==> config.mk <==
export PLATFORM = sky130hd
export DESIGN_NAME = restoring_divider_4bits
export DESIGN_NICKNAME = d
export VERILOG_FILES = /design/src/rtl/restoring_divider_4bits_pkg.sv /design/src/rtl/subtractor_4bits.sv /design/src/rtl/restoring_divider_4bits.sv
export SDC_FILE = /design/constraint.sdc
export NUM_CORES = 1
export LEC_CHECK = 0
export ABC_AREA = 1
export CORE_ASPECT_RATIO = 0.5
export CORE_MARGIN = 2
export CORE_UTILIZATION = 25
export CTS_BUF_LIST = sky130_fd_sc_hd__clkbuf_8 sky130_fd_sc_hd__clkbuf_16
export CTS_CLUSTER_SIZE = 14
export DETAILED_ROUTE_END_ITERATION = 10
export PLACE_DENSITY = 0.41
export SETUP_SLACK_MARGIN = 0.05
export SKIP_CTS_REPAIR_TIMING = 1
export SYNTH_ARGS = -nofsm -noshare
export SYNTH_HDL_FRONTEND = slang
export SYNTH_SLANG_ARGS = --single-unit
export TNS_END_PERCENT = 20
==> constraint.sdc <==
create_clock -name clk -period 2.7 [get_ports clk]
set_clock_uncertainty 0.05 [all_clocks]
set_input_delay 0.54 -clock clk [delete_from_list [all_inputs] [get_ports clk]]
set_output_delay 0.54 -clock clk [all_outputs]
set_load 0.01 [all_outputs]
==> src/rtl/restoring_divider_4bits_pkg.sv <==
// div_defs: shared widths, divide-by-zero quotient and FSM encoding for the restoring divider
package div_defs;
    localparam int DIV_WIDTH = 4;
    localparam logic [3:0] DIV_ZERO_Q = 4'b1111;
    typedef enum logic [1:0] {IDLE = 2'd0, RUN = 2'd1, FIN = 2'd2} state_e;
endpackage

==> src/rtl/subtractor_4bits.sv <==
// subtractor_4bits: A - B as A + ~B + 1; Cout=1 means no borrow (A >= B)
module subtractor_4bits (
    output logic [3:0] Diff,
    output logic       Cout,
    input  logic [3:0] A,
    input  logic [3:0] B
);
    assign {Cout, Diff} = {1'b0, A} + {1'b0, ~B} + 5'd1;
endmodule

==> src/rtl/restoring_divider_4bits.sv <==
// restoring_divider_4bits: sequential unsigned divider, one quotient bit per clock via subtractor_4bits
module restoring_divider_4bits
    import div_defs::*;
#(
    parameter int         WIDTH  = DIV_WIDTH,
    parameter logic [3:0] ZERO_Q = DIV_ZERO_Q
) (
    input  logic       clk,
    input  logic       rst_n,
    input  logic       start,
    input  logic [3:0] dividend,
    input  logic [3:0] divisor,
    output logic       busy,
    output logic       done,
    output logic [3:0] quotient,
    output logic [3:0] remainder,
    output logic       div_by_zero
);
    if (WIDTH != 4) begin : g_width_check
        $error("restoring_divider_4bits supports WIDTH=4 only");
    end
    state_e     state_q, state_d;
    logic [3:0] r_q, r_d, q_q, q_d, d_q, d_d;
    logic [1:0] cnt_q, cnt_d;
    logic       busy_q, busy_d, done_q, done_d, dbz_q, dbz_d;
    logic [3:0] quo_q, quo_d, rem_q, rem_d;
    logic [3:0] shifted, diff;
    logic       cout, take;
    assign shifted = {r_q[2:0], q_q[3]};
    subtractor_4bits u_sub (
        .Diff(diff),
        .Cout(cout),
        .A   (shifted),
        .B   (d_q)
    );
    // R[3] set means the 5-bit partial remainder exceeds any 4-bit divisor
    assign take = cout | r_q[3];
    always_comb begin
        state_d = state_q;
        r_d     = r_q;
        q_d     = q_q;
        d_d     = d_q;
        cnt_d   = cnt_q;
        quo_d   = quo_q;
        rem_d   = rem_q;
        dbz_d   = dbz_q;
        case (state_q)
            RUN: begin
                r_d   = take ? diff : shifted;
                q_d   = {q_q[2:0], take};
                cnt_d = cnt_q == 2'd0 ? cnt_q : cnt_q - 2'd1;
                if (cnt_q == 2'd0) begin
                    state_d = FIN;
                    quo_d   = q_d;
                    rem_d   = r_d;
                    dbz_d   = 1'b0;
                end
            end
            FIN: state_d = IDLE;
            default: begin
                state_d = IDLE;
                if (start) begin
                    d_d     = divisor;
                    q_d     = dividend;
                    r_d     = 4'd0;
                    cnt_d   = 2'(WIDTH - 1);
                    state_d = divisor == 4'd0 ? FIN : RUN;
                    if (divisor == 4'd0) begin
                        quo_d = ZERO_Q;
                        rem_d = dividend;
                        dbz_d = 1'b1;
                    end
                end
            end
        endcase
        busy_d = state_d != IDLE;
        done_d = state_d == FIN;
    end
    always_ff @(posedge clk or negedge rst_n) begin
        if (!rst_n) begin
            state_q <= IDLE;
            r_q     <= 4'd0;
            q_q     <= 4'd0;
            d_q     <= 4'd0;
            cnt_q   <= 2'd0;
            busy_q  <= 1'b0;
            done_q  <= 1'b0;
            quo_q   <= 4'd0;
            rem_q   <= 4'd0;
            dbz_q   <= 1'b0;
        end else begin
            state_q <= state_d;
            r_q     <= r_d;
            q_q     <= q_d;
            d_q     <= d_d;
            cnt_q   <= cnt_d;
            busy_q  <= busy_d;
            done_q  <= done_d;
            quo_q   <= quo_d;
            rem_q   <= rem_d;
            dbz_q   <= dbz_d;
        end
    end
    assign busy        = busy_q;
    assign done        = done_q;
    assign quotient    = quo_q;
    assign remainder   = rem_q;
    assign div_by_zero = dbz_q;
endmodule

==> run_results.csv <==
group,metric,value,unit
status,status,"finished, final reports clean",
global_routing,antenna_found_initial,0,
timing,slew_violations,0,
route,ant_nets,0,
power,p_total,0.00164,W
critical_path,worstPathRequired,2.83,ns
logic_synthesis,synth_top_area_share,47.1,%
logic_synthesis,synth_area,1430,sq um
global_routing,grt_pass1_vias,1098,
route,firstDrtPassIters,4,
logic_synthesis,ys_types,23,
logic_synthesis,post-synth-top-count-cell,"nand2_1",
timing,worst_pin_slew,0.359,ns
layout,multi_input_area,628,sq um
cts,root_buffer,"clkbuf_16",
route,avgViaCountPerCell,4.18,
cts,h-tree-depth,1,
timing,rsz0062_at_grt,"no",
logic_synthesis,ys_seq_elements,27,
critical_path,crit_type,"flop to flop",
logic_synthesis,yosysSeqAreaShare,47.1,%
critical_path,rrSetupSlack,0.74,ns
die,core,5520,sq um
critical_path,endpoint_kind,"flop",
flow_run,maxCapViolations,0,
place,port_buffers,21,
global_routing,grt_max_degree,28,
global_routing,track_usage,10.7,%
critical_path,crit_fanout,5,
layout,antennaDiodeCount,0,
layout,area_growth,25.0,%
critical_path,start_kind,"flop",
cts,cts_sinks,27,
timing,timing.final.crit_share,72.4,%
logic_synthesis,synth-async-reset-ratio,100,%
cts,numCtsBuffers,3,
die,die_x,111,um
die,die_h,57.6,um
route,routedWlPerCell,11.8,um
timing,fmax,511,MHz
logic_synthesis,synth_largest_area_cell,"dfrtp_1",
cts,clk_latency,0.26,ns
layout,register_area,676,sq um
critical_path,cpMaxStageDelayCell,"fa_1",
route,drcViolationCount,0,
layout,layout-drive-gt1-share,7.65,%
logic_synthesis,yosysWarnings,0,
place,dpl_cell_area,1710,sq um
die,rows,19,
global_routing,grt_pass1_wl,5.34,mm
layout,final_area,1790,sq um
cts,max-clock-path-buffers,2,
power,vdd_drop_max,266,uV
logic_synthesis,syn-num-nets,192,
power,power_density,912,nW/um^2
critical_path,path_cells,"inv_1, ha_1, inv_1, fa_1, nand2_1, nand2_1, nand2_1, nand3_1, o21ai_0, nand2_1, o21ai_0",
die,start_util,26.0,%
logic_synthesis,synthTopCellsByCount,"40 x nand2_1, 27 x dfrtp_1, 21 x nor2_1",
critical_path,cpPeakStageDelay,0.40,ns
layout,nFillCells,589,
logic_synthesis,synth_edf_count,0,
die,io_pins,22,
timing,fin_crit,1.96,ns
route,drt_iter0_markers,53,
critical_path,cp_common_cell,"nand2_1",
logic_synthesis,synthesis.instances,173,
cts,cts_tree,"done",
power,p_leak,0.877,nW
die,die_area,6390,sq um
min_path,hold_class,"flop to flop",
timing,setup_viol,0,
place,dpl.hpwl,2.40,mm
timing,final-hold-violation-count,0,
cts,clk_pin_slew_worst_paths,0.07,ns
logic_synthesis,syn_area_per_cell,8.29,sq um
global_routing,overflow,0,
logic_synthesis,synth-main-ff-cell,"dfrtp_1",
logic_synthesis,ys_top_cells_by_area,"dfrtp_1 47%, nand2_1 10%, ha_1 6.1%",
layout,nNetsFinal,216,
route,wirelength,3.18,mm
critical_path,crit_arrival,2.09,ns
timing,maxSlewHeadroom,76.1,%
place,gp_congestion,0.758,
route,route.vias.total,1124,
timing,finalSetupTns,0,ns
==> worst max-delay path: cells and delay by family (launching register included) <==
kind | cells | cell delay, ns
simple gates | 5 | 0.46
fa+ha+maj | 2 | 0.53
flops | 1 | 0.39
buf+inv | 2 | 0.11
compound gates | 2 | 0.32
==> routing by layer <==
metal  share of wire, %  global-route usage, %  wire, um  vias to the layer above
met5                  0                      0         0                        -
met4               0.66                   2.12        21                        0
met3                3.1                   3.08        99                        4
met2                 41                   17.0      1310                       14
met1                 55                   14.7      1750                      506
li1                   -                      -         -                      600
==> cell families after synthesis <==
logic type | synth area share (%)
AND/OR/NAND/NOR | 23.9
AO/OA/AOI/OAI | 11.0
buffers and inverters | 9.07
flip-flops | 47.1
adder cells (fa/ha/maj) | 7.50
XOR/XNOR | 0.611
multiplexers | 0.785
==> state kept, by name, indices dropped and copies added, names as in the netlist <==
name         cells
div_by_zero      1
state_q          2
quotient         4
done             1
r_q              4
cnt_q            2
d_q              4
busy             1
q_q              4
remainder        4
==> metrics by stage <==
step / hold WS [ns] / cells / worst slack (ns) / util, %
5_1_grt: 0.459 / 269 / 0.542 / 32.5
3_3_place_gp: 0.418 / 265 / 0.633 / 31.1
4_1_cts: 0.442 / 269 / 0.733 / 32.5
2_1_floorplan: 0.194 / 173 / 0.954 / -
6_report: 0.441 / 269 / 0.745 / 32.5
3_5_place_dp: 0.423 / 265 / 0.659 / 31.1
==> path summary, 6_finish.rpt <==
| check | startpoint | to | cells after the start |
|---|---|---|---|
| max | q_q[3]$_DFFE_PN0P_ | r_q[1]$_DFFE_PN0P_ | 11 |
| min in group asynchronous | rst_n | done$_DFF_PN0_ | 2 |
| max reg2reg | q_q[3]$_DFFE_PN0P_ | r_q[1]$_DFFE_PN0P_ | 11 |
| min reg2reg | div_by_zero$_DFFE_PN0P_ | div_by_zero$_DFFE_PN0P_ | 2 |
| min | div_by_zero$_DFFE_PN0P_ | div_by_zero$_DFFE_PN0P_ | 2 |
| max in group asynchronous | rst_n | q_q[0]$_DFFE_PN0P_ | 2 |
==> where the power goes <==
part           internal [W]  leakage [nW]  switching [W]
clock              0.000199        0.0423       0.000141
sequential         0.000545         0.329      0.0000793
combinational      0.000305         0.506       0.000366
total               0.00105         0.877       0.000587
==> layout make-up <==
type | instances | area share [%]
Sequential cell | 27 | 37.7
Timing Repair Buffer | 24 | 13.0
Clock buffer | 3 | 4.19
Tap cell | 73 | 5.09
Multi-Input combinational cell | 118 | 35.0
Inverter | 23 | 4.82
Clock inverter | 1 | 0.209
==> cells in the final DEF, fill, tap and decap left out, types with 2 or more instances in the layout <==
cell	count
nand3_1	11
clkbuf_16	3
inv_1	21
clkdlybuf4s50_1	21
nor2_4	2
nand4_1	2
nor2_1	21
inv_2	3
dfrtp_1	27
nand2_1	40
a21oi_1	10
ha_1	7
o21ai_0	13
a31oi_1	3
buf_4	3
(Power assumes the default switching activity.)
==> RTL change (same settings) <==
Add an input register stage for `divisor`, with the module's reset; this delays it by one clock. The other inputs are not delayed to match.
--- a/src/rtl/restoring_divider_4bits.sv
+++ b/src/rtl/restoring_divider_4bits.sv
@@ -17,4 +17,15 @@
     output logic       div_by_zero
 );
+
+    logic [3:0] divisor_q;
+
+    always_ff @(posedge clk or negedge rst_n) begin
+        if (!rst_n) begin
+            divisor_q <= '0;
+        end else begin
+            divisor_q <= divisor;
+        end
+    end
+
     if (WIDTH != 4) begin : g_width_check
         $error("restoring_divider_4bits supports WIDTH=4 only");
@@ -61,10 +72,10 @@
                 state_d = IDLE;
                 if (start) begin
-                    d_d     = divisor;
+                    d_d     = divisor_q;
                     q_d     = dividend;
                     r_d     = 4'd0;
                     cnt_d   = 2'(WIDTH - 1);
-                    state_d = divisor == 4'd0 ? FIN : RUN;
-                    if (divisor == 4'd0) begin
+                    state_d = divisor_q == 4'd0 ? FIN : RUN;
+                    if (divisor_q == 4'd0) begin
                         quo_d = ZERO_Q;
                         rem_d = dividend;
Behaviour: not the same (a bounded check fails within 4 cycles, from zero or initial values and one cycle with rst_n low).
==> RTL change against the original RTL <==
Die area up 7.8%. Setup slack worse by 0.081 ns. First-iteration DRC count down 47%. Critical path depth down 3. Wire length up 4.4%. Sequential cell count up 4. Area after synthesis up 8.2%. Via count up 8.4%. Total power up 25%. Final area up 10%. Non-clock buffer count down 1. Critical path type unchanged. Critical endpoint is now cnt_q[1]. Largest cell class unchanged. Largest power group unchanged.
==> RTL change: results (changes against the original RTL) <==
- Post-Route WL: 3.32 mm (+4.4%)
- Fill cells: 622 (+5.6%)
- Crit path max fanout: 18 (+13)
- H-tree depth: 2 (+1)
- GP Congestion: 0.803 (+6.0%)
- Area of the multi-input gates: 641 um^2 (+2.0%)
- Post-Place Setup Slack: 0.638 ns (-0.0212 ns)
- Largest net degree at the start of global routing: 32 (+14%)
- Vias/cell: 4.20 (+0.52%)
- Initial DRC Count: 28 (-47%)
- Clock Latency Late Sink: 0.27 ns
- Met3 Routed Length: 134 um (+35%)
- Share of layout cells above drive strength 1: 0.0941 (+0.0175)
- Delay-heaviest family, CP: simple AND/OR/NAND/NOR gates
- I/O Buffers: 21 (unchanged)
- Post-Route M1 WL: 1.76 mm (+0.86%)
- Area contributors post-synth: dfrtp_1, nand2_1, inv_1, ha_1, o21ai_0
- Seq/Total Area, Yosys: 0.500 (+0.0288)
- Global-route wire length before repair: 5.46 mm (+2.3%)
- Number of global-route vias before repair: 1157 (+5.4%)
- Hold Path Origin: divisor_q[0]
- Die Width: 115 um (+3.9%)
- Pleak: 0.951 nW (+8.4%)
- CTS buffer count: 5 (+2)
- Metal2 WL: 1.41 mm (+7.5%)
- Maximum Capacitance Violations: 0 (unchanged)
- Commonest cells post-synth: nand2_1, dfrtp_1, inv_1
- Total Routing Usage GR: 0.105 (-0.00137)
- Worst Setup SP: state_q[1]
- Unique masters post-synth: 26 (+13%)
- DP Area: 1850 um^2 (+8.0%)
- Worst path slowest cell: ha_1
- Run status: finished, final reports clean
- Syn nets: 196 (+2.1%)
- Worst slew pin tran: 0.509 ns (+0.150 ns)
- Crit path DAT: 2.13 ns (+0.04 ns)
- Worst ir drop on vdd: 0.000277 V (+4.0%)
- Layout Nets: 222 (+2.8%)
- Post-DP HPWL: 2.52 mm (+5.0%)
- Clock-pin slew on the worst setup and hold paths: 0.05 ns (-0.02 ns)
- Ant diodes: 0 (unchanged)
- Max stage delay on crit path: 0.47 ns (+0.07 ns)
==> RTL change: cell types whose count changed after synthesis, sizes merged, moves of 2 or more <==
| cell | change |
|---|---|
| a21oi | +2 |
| a31oi | -3 |
| dfrtp | +4 |
| inv | +3 |
| nand2 | +3 |
| nor2 | -6 |
| o21ai | +5 |
==> RTL change: cell type report <==
| cell class | instances | share of cell area |
|---|---|---|
| Inverter | 26 | 0.0505 |
| Sequential cell | 31 | 0.392 |
| Clock buffer | 5 | 0.0632 |
| Timing Repair Buffer | 23 | 0.114 |
| Tap cell | 88 | 0.0556 |
| Clock inverter | 1 | 0.00190 |
| Multi-Input combinational cell | 116 | 0.323 |
==> RTL change: cells by family after synthesis <==
logic type / count (synthesis) / share of synthesized area
compound gates: 33 / 0.130
xor+xnor: 1 / 0.00565
fa+ha+maj: 8 / 0.0694
buf+inv: 30 / 0.0871
flops: 31 / 0.500
simple gates: 74 / 0.208
==> RTL change: path summary, 6_finish.rpt <==
path | endpoint | slack [ns] | depth (start not counted)
max in group asynchronous | q_q[0] | 1.66 | 2
min reg2reg | d_q[0] | 0.43 | 2
min in group asynchronous | divisor_q[2] | 0.63 | 2
max reg2reg | cnt_q[1] | 0.66 | 8
max | cnt_q[1] | 0.66 | 8
min | d_q[0] | 0.43 | 2
==> RTL change: layer usage <==
| layer | vias up | GRT usage |
|---|---|---|
| met2 | 30 | 0.163 |
| li1 | 615 | - |
| met5 | - | 0 |
| met1 | 570 | 0.145 |
| met3 | 3 | 0.0294 |
| met4 | 0 | 0.0310 |
==> RTL change: metrics by stage <==
step	power (mW)	hold slack (ns)	std cells
final	2.04	0.426	290
after detailed placement	1.56	0.413	284
after global placement	1.56	0.409	284
after floorplan	1.26	0.194	177
after global routing	2.23	0.454	290
after CTS	2.08	0.423	290
==> RTL change: worst register-to-register path, stage by stage (launching register included) <==
cell and delay (ns):
dfrtp_1 0.40, inv_1 0.07, ha_1 0.47, nor2_1 0.15, nor2_4 0.22, buf_4 0.26, nand2_1 0.09, nor2_1 0.13
a22oi_1 0.09
==> RTL change: report_power, final <==
| group | total [mW] | internal (mW) | switching, mW |
|---|---|---|---|
| Combinational | 0.833 | 0.354 | 0.478 |
| Sequential | 0.711 | 0.625 | 0.0855 |
| Clock | 0.501 | 0.326 | 0.175 |
